### src/rtl/cpu_pkg.sv
// cpu_pkg: shared encodings for the PC/flag unit (PCSour, condition codes, flag bit indices, run state).
package cpu_pkg;
    localparam logic [1:0] PCS_SEQ = 2'b00;
    localparam logic [1:0] PCS_REG = 2'b01;
    localparam logic [1:0] PCS_ALT = 2'b10;
    localparam logic [1:0] PCS_IMM = 2'b11;
    localparam logic [2:0] COND_NE  = 3'b000;
    localparam logic [2:0] COND_EQ  = 3'b001;
    localparam logic [2:0] COND_GT  = 3'b010;
    localparam logic [2:0] COND_LT  = 3'b011;
    localparam logic [2:0] COND_GTE = 3'b100;
    localparam logic [2:0] COND_LTE = 3'b101;
    localparam logic [2:0] COND_OV  = 3'b110;
    localparam logic [2:0] COND_AL  = 3'b111;
    localparam int FLAG_Z = 2;
    localparam int FLAG_V = 1;
    localparam int FLAG_N = 0;
    typedef enum logic {RUN, HALTED} state_t;
endpackage

### src/rtl/cpu_pc_control_if.sv
// cpu_pc_control_if: decoder/ALU-facing controls and PC/flag outputs; stall exists only with CPU_PC_STALL_EN.
interface cpu_pc_control_if #(parameter int PC_W = 16);
    logic [1:0]      PCSour;
    logic            HLT;
    logic [2:0]      fwr;
    logic            alu_z, alu_v, alu_n;
    logic [2:0]      cond;
    logic [8:0]      imm9;
    logic [PC_W-1:0] rs_data;
`ifdef CPU_PC_STALL_EN
    logic            stall;
`endif
    logic [PC_W-1:0] pc, pc_plus2;
    logic [2:0]      flags;
    logic            branch_taken, halted;
    modport master (
`ifdef CPU_PC_STALL_EN
        output stall,
`endif
        output PCSour, HLT, fwr, alu_z, alu_v, alu_n, cond, imm9, rs_data,
        input  pc, pc_plus2, flags, branch_taken, halted
    );
    modport slave (
`ifdef CPU_PC_STALL_EN
        input  stall,
`endif
        input  PCSour, HLT, fwr, alu_z, alu_v, alu_n, cond, imm9, rs_data,
        output pc, pc_plus2, flags, branch_taken, halted
    );
endinterface

### src/rtl/cpu_branch_cond.sv
// cpu_branch_cond: evaluates a branch condition code against stored {Z,V,N} flags.
module cpu_branch_cond
    import cpu_pkg::*;
(
    input  logic [2:0] cond,
    input  logic [2:0] flags,
    output logic       taken
);
    logic z, v, n;
    assign z = flags[FLAG_Z];
    assign v = flags[FLAG_V];
    assign n = flags[FLAG_N];
    always_comb begin
        taken = 1'b1;
        case (cond)
            COND_NE:  taken = !z;
            COND_EQ:  taken = z;
            COND_GT:  taken = !z && !n;
            COND_LT:  taken = n;
            COND_GTE: taken = z || (!z && !n);
            COND_LTE: taken = z || n;
            COND_OV:  taken = v;
            default:  taken = 1'b1;
        endcase
    end
endmodule

### src/rtl/cpu_pc_control.sv
// cpu_pc_control: architectural PC, Z/V/N flags and run/halt state of the single-cycle CPU.
// Optional CPU_PC_STALL_EN adds a stall input that freezes the unit while running.
module cpu_pc_control
    import cpu_pkg::*;
#(
    parameter int              PC_W     = 16,
    parameter logic [PC_W-1:0] RESET_PC = '0
) (
    input logic              clk,
    input logic              rst_n,
    cpu_pc_control_if.slave  bus
);
    state_t          state, state_nx;
    logic [PC_W-1:0] pc_q, pc_nx, pc_p2, br_off, target;
    logic [2:0]      flags_q, flags_nx, alu_f;
    logic            cond_ok, taken, run;

    cpu_branch_cond u_cond (.cond(bus.cond), .flags(flags_q), .taken(cond_ok));

    // halfword offset: sign-extend imm9 and scale by 2
    assign br_off = {{(PC_W-10){bus.imm9[8]}}, bus.imm9, 1'b0};
    assign pc_p2  = pc_q + PC_W'(2);
    assign alu_f  = {bus.alu_z, bus.alu_v, bus.alu_n};
    assign taken  = state == RUN && (bus.PCSour == PCS_REG || bus.PCSour == PCS_IMM) && cond_ok;
    assign target = !taken ? pc_p2 : bus.PCSour == PCS_IMM ? pc_p2 + br_off : bus.rs_data;
`ifdef CPU_PC_STALL_EN
    assign run = state == RUN && !bus.stall;
`else
    assign run = state == RUN;
`endif

    always_comb begin
        state_nx = state;
        pc_nx    = pc_q;
        flags_nx = flags_q;
        if (run && bus.HLT) begin
            state_nx = HALTED;
        end else if (run) begin
            pc_nx    = target;
            flags_nx = (bus.fwr & alu_f) | (~bus.fwr & flags_q);
        end
    end

    always_ff @(posedge clk or negedge rst_n) begin
        if (!rst_n) begin
            state   <= RUN;
            pc_q    <= RESET_PC;
            flags_q <= 3'b000;
        end else begin
            state   <= state_nx;
            pc_q    <= pc_nx;
            flags_q <= flags_nx;
        end
    end

    assign bus.pc           = pc_q;
    assign bus.pc_plus2     = pc_p2;
    assign bus.flags        = flags_q;
    assign bus.branch_taken = taken;
    assign bus.halted       = state == HALTED;
endmodule

### src/flat_wrapper.sv
// flat-port wrapper written by rule: the top's interface ports become plain ports
module cpu_pc_control_flat import cpu_pkg::*;
#(
    parameter int              PC_W     = 16,
    parameter logic [PC_W-1:0] RESET_PC = '0
)
  (clk, rst_n, bus_PCSour, bus_HLT, bus_fwr, bus_alu_z, bus_alu_v, bus_alu_n, bus_cond, bus_imm9, bus_rs_data, bus_pc, bus_pc_plus2, bus_flags, bus_branch_taken, bus_halted);
  cpu_pc_control_if #(.PC_W(PC_W)) bus_i ();
  input logic clk;
  input logic rst_n;
  input wire logic [$bits(bus_i.PCSour)-1:0] bus_PCSour;
  input wire logic [$bits(bus_i.HLT)-1:0] bus_HLT;
  input wire logic [$bits(bus_i.fwr)-1:0] bus_fwr;
  input wire logic [$bits(bus_i.alu_z)-1:0] bus_alu_z;
  input wire logic [$bits(bus_i.alu_v)-1:0] bus_alu_v;
  input wire logic [$bits(bus_i.alu_n)-1:0] bus_alu_n;
  input wire logic [$bits(bus_i.cond)-1:0] bus_cond;
  input wire logic [$bits(bus_i.imm9)-1:0] bus_imm9;
  input wire logic [$bits(bus_i.rs_data)-1:0] bus_rs_data;
  output wire logic [$bits(bus_i.pc)-1:0] bus_pc;
  output wire logic [$bits(bus_i.pc_plus2)-1:0] bus_pc_plus2;
  output wire logic [$bits(bus_i.flags)-1:0] bus_flags;
  output wire logic [$bits(bus_i.branch_taken)-1:0] bus_branch_taken;
  output wire logic [$bits(bus_i.halted)-1:0] bus_halted;
  assign bus_i.PCSour = bus_PCSour;
  assign bus_i.HLT = bus_HLT;
  assign bus_i.fwr = bus_fwr;
  assign bus_i.alu_z = bus_alu_z;
  assign bus_i.alu_v = bus_alu_v;
  assign bus_i.alu_n = bus_alu_n;
  assign bus_i.cond = bus_cond;
  assign bus_i.imm9 = bus_imm9;
  assign bus_i.rs_data = bus_rs_data;
  assign bus_pc = bus_i.pc;
  assign bus_pc_plus2 = bus_i.pc_plus2;
  assign bus_flags = bus_i.flags;
  assign bus_branch_taken = bus_i.branch_taken;
  assign bus_halted = bus_i.halted;
  cpu_pc_control #(.PC_W(PC_W), .RESET_PC(RESET_PC)) u_core (.clk(clk), .rst_n(rst_n), .bus(bus_i));
endmodule
### config.mk
export PLATFORM = sky130hd
export DESIGN_NAME = cpu_pc_control_flat
export DESIGN_NICKNAME = d
export VERILOG_FILES = /design/src/rtl/cpu_pkg.sv /design/src/rtl/cpu_pc_control_if.sv /design/src/rtl/cpu_branch_cond.sv /design/src/rtl/cpu_pc_control.sv /design/src/flat_wrapper.sv
export SDC_FILE = /design/constraint.sdc
export NUM_CORES = 1
export LEC_CHECK = 0
export ABC_AREA = 1
export CAP_MARGIN = 20
export CORE_MARGIN = 2
export CORE_UTILIZATION = 55
export DETAILED_ROUTE_END_ITERATION = 10
export DONT_BUFFER_PORTS = 1
export PLACE_DENSITY_LB_ADDON = 0.08
export SYNTH_ARGS = -nofsm -noshare
export SYNTH_HDL_FRONTEND = slang
export SYNTH_SLANG_ARGS = --single-unit
### constraint.sdc
create_clock -name clk -period 3.3 [get_ports clk]
set_input_delay 0.33 -clock clk [delete_from_list [all_inputs] [get_ports clk]]
set_output_delay 0.33 -clock clk [all_outputs]
set_load 0.05 [all_outputs]
==> metrics, run 1 <==
synth top area cells=dfrtp_1 (22%), nand2_1 (14%), nor2_1 (9.9%); DPL Wire Length=~5100 um; I/O pin count=76; DRT antenna net count=0; die width=between 60 and 70 um; Top FF cell, synth=dfrtp_1; diodes inserted=0; Setup crit start kind=flip-flop; Pre-antenna DRT Iters=4; area delta synth->final=13.5%; Yosys top cell by area=dfrtp_1; max frequency=~360 MHz; crit path DAT=about 3000 ps; GR Overflow Total=0; Cell Rows=23; Final min period=around 2800 ps; Critical Path RT=between 3000 and 4000 ps; IO buf count=0; pin count of the biggest net entering global routing=27; Clock Skew=about 2.1 ps; vias in the first global route=roughly 2300; number of max-cap violations=0; DR vias/cell=5.52; share of layout cells above drive strength 1=between 10 and 15%; cts hold-fix bufs=1; #FFs+latches synth=20; status=completed; CORE AREA=between 4000 and 5000 sq um; Iter 0 DRT Violations=180; Layout Nets=445; DP Area=between 2000 and 3000 sq um; final-report max-slew violation count=0; Die Span Y=between 60 and 70 um; Worst-path clk slew=80 ps; Clock Sinks=20; register area share after synthesis=a little over a fifth; Clock Tree Buf Depth=2; RSZ-0062 raised after global routing=no; initial antenna violation count=0; Net Count, Synth=~420; most common cell after layout, fill and taps aside=nand2_1; commonest non-fill, non-tap cells in the layout=nand2_1 (86), nor2_1 (61), inv_1 (40), a21oi_1 (37), buf_4 (27); area fraction of the dominant cell type after synthesis=21.7%; clock root buffer=clkbuf_8; Initial Util=approximately 57%; postcts setup bufs=0; Critical Path Fanout Max=5; Post-synth ARST share=100%; hold crit path type=in -> reg; Setup WS pre-CTS=about 570 ps; post-route setup slack=501 ps; final hold violations=0; routed wire length per instance=around 14 um; post-CTS sizing=0; CP endpoint kind=flip-flop; routed via count=2407; first-pass GRT wire length=10200 um; Final Cycle Share=between 80% and 90%; clock latency reported for the late side of the worst-skew pair=~270 ps; post-route setup TNS=0 ps; total CTS buffers=3; final setup vio count=0; Residual DRC=0; Crit Path Class=reg -> reg; Overall Global Routing Usage=28.7%; Synth Warn #=0; Final Wtd Congestion=0.909; Post-Syn Area=roughly 2300 sq um; Post-synth EDFFs=0; Leak=1.33 nW; CTS tree=done; Mapped Cells=363; Design Area, Final=around 2600 sq um; Power per Cell Area=486 nW/um^2; Synth Area per Inst=about 6.4 sq um; number of distinct library cells after synthesis=40; Max transition margin=a little under two fifths; Max VDD drop=between 300 and 400 uV; worst slew pin tran=about 940 ps; Clock H-tree levels=1; Routed WL=6320 um; Die ar.=4730 sq um
[metal layers]
metal  routed length, um  global-route usage [%]  up-vias  share of wire (%)
met5                   0                       0        -                  0
met1                2560                    34.7     1084                 40
met4                 103                    6.62        0                1.6
met2                3090                    50.7       87                 49
li1                    -                       -     1227                  -
met3                 568                    7.79        9                9.0
[critical path: stages (launching register included)]
cell and delay, ps:
dfrtp_1 360, buf_4 220, nand3_2 130, inv_2 100
nand3_1 130, xor2_1 160, inv_1 90, ha_1 330
a21oi_1 270, nand2_1 80, nor2_1 300, inv_1 70
nand2_1 80, nand3_1 60, nand3_1 80, nand2_1 110
a21oi_1 150
[where the power goes]
group          switching (mW)  internal (mW)
Clock                  0.0920          0.162
Combinational           0.458          0.206
Sequential             0.0792          0.273
Total                   0.630          0.641
[path summary, 6_finish.rpt]
check                      cells after the start  slack [ps]           endpoint              from
setup / recovery                              16         500  u_core.bus.pc[11]  u_core.bus.pc[1]
hold / removal                                 1         160          flip-flop        bus_fwr[1]
setup reg to reg                              16         500  u_core.bus.pc[11]  u_core.bus.pc[1]
hold reg to reg                                2         570   u_core.bus.pc[9]  u_core.bus.pc[9]
max in group asynchronous                      1        2080   u_core.bus.pc[7]             rst_n
min in group asynchronous                      1         650  u_core.bus.pc[15]             rst_n
[metrics by stage]
step	util, %	hold WS, ps	instances	power, mW
2_1_floorplan	-	34.4	363	0.857
3_3_place_gp	63.0	34.9	431	1.01
3_5_place_dp	63.0	34.9	431	1.01
4_1_cts	65.0	159	436	1.27
5_1_grt	65.0	175	436	1.36
6_report	65.0	157	436	1.27
[cells in the mapped netlist (2+ instances only)]
| master | number |
|---|---|
| a21o_1 | 2 |
| a21oi_1 | 37 |
| a21oi_2 | 2 |
| buf_4 | 2 |
| buf_6 | 2 |
| clkbuf_1 | 3 |
| dfrtp_1 | 20 |
| ha_1 | 18 |
| inv_1 | 40 |
| nand2_1 | 86 |
| nand2_2 | 4 |
| nand3_1 | 25 |
| nand3_2 | 5 |
| nand4_1 | 4 |
| nor2_1 | 61 |
| nor2_2 | 2 |
| nor3_1 | 3 |
| nor3_2 | 3 |
| o211ai_1 | 4 |
| o21ai_0 | 6 |
| o21ai_1 | 2 |
| xnor2_1 | 4 |
| xor2_1 | 11 |
[logic make-up (layout without fill, tap and decap cells)]
kind of cell,Yosys count,in the layout,synth area share (%)
AOI/OAI and AO/OA,60,60,14.8
xor gates and xnor gates,15,15,5.70
adders and majority gates,19,19,10.6
buffers and inverters,51,74,9.33
DFF,20,20,21.7
and+or+nand+nor,198,198,37.8
[final cells by class]
class,count,area [sq um]
clock buffers,3,41.3
clock inverters,1,30.0
inverters,42,158
repair buffers,28,213
fillers,379,1410
multi-input cells,292,1610
well taps,50,62.6
flip-flops and latches,20,500
(Power assumes the default switching activity.)
==> run 2: changes to the inputs <==
clock period = 2.8 ns   (was 3.3 ns; I/O delays follow)
==> run 2 against run 1 <==
  * Sequential power increased by 20%
  * Global-route usage hardly changed
  * Non-clock buffer count up 4
  * Clock skew grew 1.3 ps
  * Worst hold slack lost 50 ps
  * Count of clock-buffer cells in the layout did not move
  * Critical path type unchanged
  * Largest power group unchanged
==> metrics, run 2 (synthesis gave the netlist of run 1 again) <==
postcts setup bufs=0; I/O pin count=76; pin count of the biggest net entering global routing=27; status=completed; Clock Sinks=20; CORE AREA=4030 sq um; Power per Cell Area=between 500 and 600 nW/um^2; Iter 0 DRT Violations=186; CP max stage delay=410 ps; most common cell after layout, fill and taps aside=nand2_1; commonest non-fill, non-tap cells in the layout=nand2_1 (86), nor2_1 (61), inv_1 (37), a21oi_1 (37), buf_4 (31); vias in the first global route=between 2000 and 2500; Final Wtd Congestion=~0.94; IO buf count=0; reg2reg start=u_core.bus.pc[1]; Clock Skew=3.47 ps; routed via count=approximately 2400; Pre-antenna DRT Iters=4; hold crit path type=in -> reg; Total Power=between 1.5 and 2 mW; Design Area, Final=approximately 2800 sq um; Leak=approximately 1.4 nW; initial antenna violation count=1; Final min period=around 2600 ps; final setup vio count=0; FF-to-FF setup slack=between 200 and 250 ps; DRT antenna net count=0; DR vias/cell=between 5 and 6; Critical Path RT=2980 ps; final-report max-slew violation count=0; DPL Wire Length=around 5000 um; Die ar.=around 4700 sq um; share of layout cells above drive strength 1=roughly 18%; CP Launch Point=u_core.bus.pc[1]; max frequency=388 MHz; Max transition margin=a little over a third; Fillers=between 300 and 400; clock latency reported for the late side of the worst-skew pair=260 ps; DP Area=between 2000 and 3000 sq um; crit path DAT=2760 ps; Max VDD drop=approximately 340 uV; Setup crit start kind=flip-flop; CTS tree=done; RSZ-0062 raised after global routing=no; Critical Path Fanout Max=5; Layout Nets=449; Worst-path clk slew=around 80 ps; RR Endpoint=u_core.bus.pc[11]; Crit Path Class=reg -> reg; Initial Util=57.2%; CP dominant cell by count=nand2_1; Setup WS pre-CTS=about 220 ps; final hold violations=0; Setup crit end=u_core.bus.pc[11]; hold_ws=107 ps; Die Span Y=between 60 and 70 um; die width=just under 70 um; Final Cycle Share=between 90% and 100%; Clock H-tree levels=1; slowest CP cell=dfrtp_2; Routed WL=around 6500 um; number of max-cap violations=0; total CTS buffers=3; area delta synth->final=19.4%; Overall Global Routing Usage=28.8%; Cell Rows=23; Residual DRC=0; first-pass GRT wire length=roughly 10000 um; CP endpoint kind=flip-flop; Worst R2R Path Depth=17; worst slew pin tran=972 ps; CP cell instances=nand3_2 -> inv_2 -> nand3_1 -> xor2_1 -> inv_1 -> ha_1 -> nand2_1 -> inv_1 -> nand2_1 -> nand2_1 -> nor2_1 -> inv_1 -> nand2_1 -> nand3_1 -> nand3_1 -> nand2_1 -> a21oi_1; post-route setup TNS=0 ps; routed wire length per instance=roughly 15 um; GR Overflow Total=0; clock root buffer=clkbuf_8; Sequential cell area=approximately 510 sq um; post-route setup slack=around 230 ps; Clock Tree Buf Depth=2; area of the multi-input gates=1710 sq um
run 2: per-layer routing:
metal  wire [um]  GRT usage, %  part of all wire, %
met1        2710          35.1                   41
met2        3240          52.4                   50
met3         583          7.63                  8.9
met4           0          2.70                    0
met5           0             0                    0
run 2: worst min path at each step:
stage,cells past startpoint,from,end
detailed placement,0,rst_n,u_core.bus.pc[14]
floorplan,0,rst_n,async pin
global placement,0,rst_n,u_core.bus.pc[12]
global route,1,bus_fwr[1],flip-flop
CTS,1,bus_fwr[1],flip-flop
finish,1,bus_fwr[1],flip-flop
run 2: final cells by class:
cell class                      count  area share (%)
Multi-Input combinational cell    292            62.0
Antenna cell                        1          0.0909
Clock buffer                        3            1.50
Inverter                           42            5.73
Clock inverter                      1            1.09
Timing Repair Buffer               32            8.82
Tap cell                           50            2.27
Sequential cell                    20            18.5
run 2: what timing repair did:
item | CTS | global route
endpoints found under the setup margin | 0 | 3
endpoints found under the hold margin | 20 | 0
hold buffers | 1 | 0
resized for setup | 0 | 2
run 2: worst max-delay path: cells and delay by family, from the launching register on:
| family | cells | cell delay [ps] |
|---|---|---|
| adder cells (fa/ha/maj) | 1 | 340 |
| buffers and inverters | 4 | 330 |
| flip-flops | 1 | 410 |
| XOR/XNOR | 1 | 180 |
| AO/OA/AOI/OAI | 1 | 160 |
| AND/OR/NAND/NOR | 10 | 1060 |
run 2: through the flow:
stage          util (%)  cells
2_1_floorplan         -    363
3_3_place_gp       65.9    435
5_1_grt            68.3    441
4_1_cts            67.9    440
6_report           68.3    441
3_5_place_dp       65.9    435
run 2: power by group:
part / internal (mW) / switching (mW) / total [mW] / leakage (nW)
clock network: 0.191 / 0.105 / 0.296 / 0.0357
registers: 0.325 / 0.0963 / 0.422 / 0.223
logic: 0.269 / 0.553 / 0.821 / 1.11
total: 0.785 / 0.754 / 1.54 / 1.36
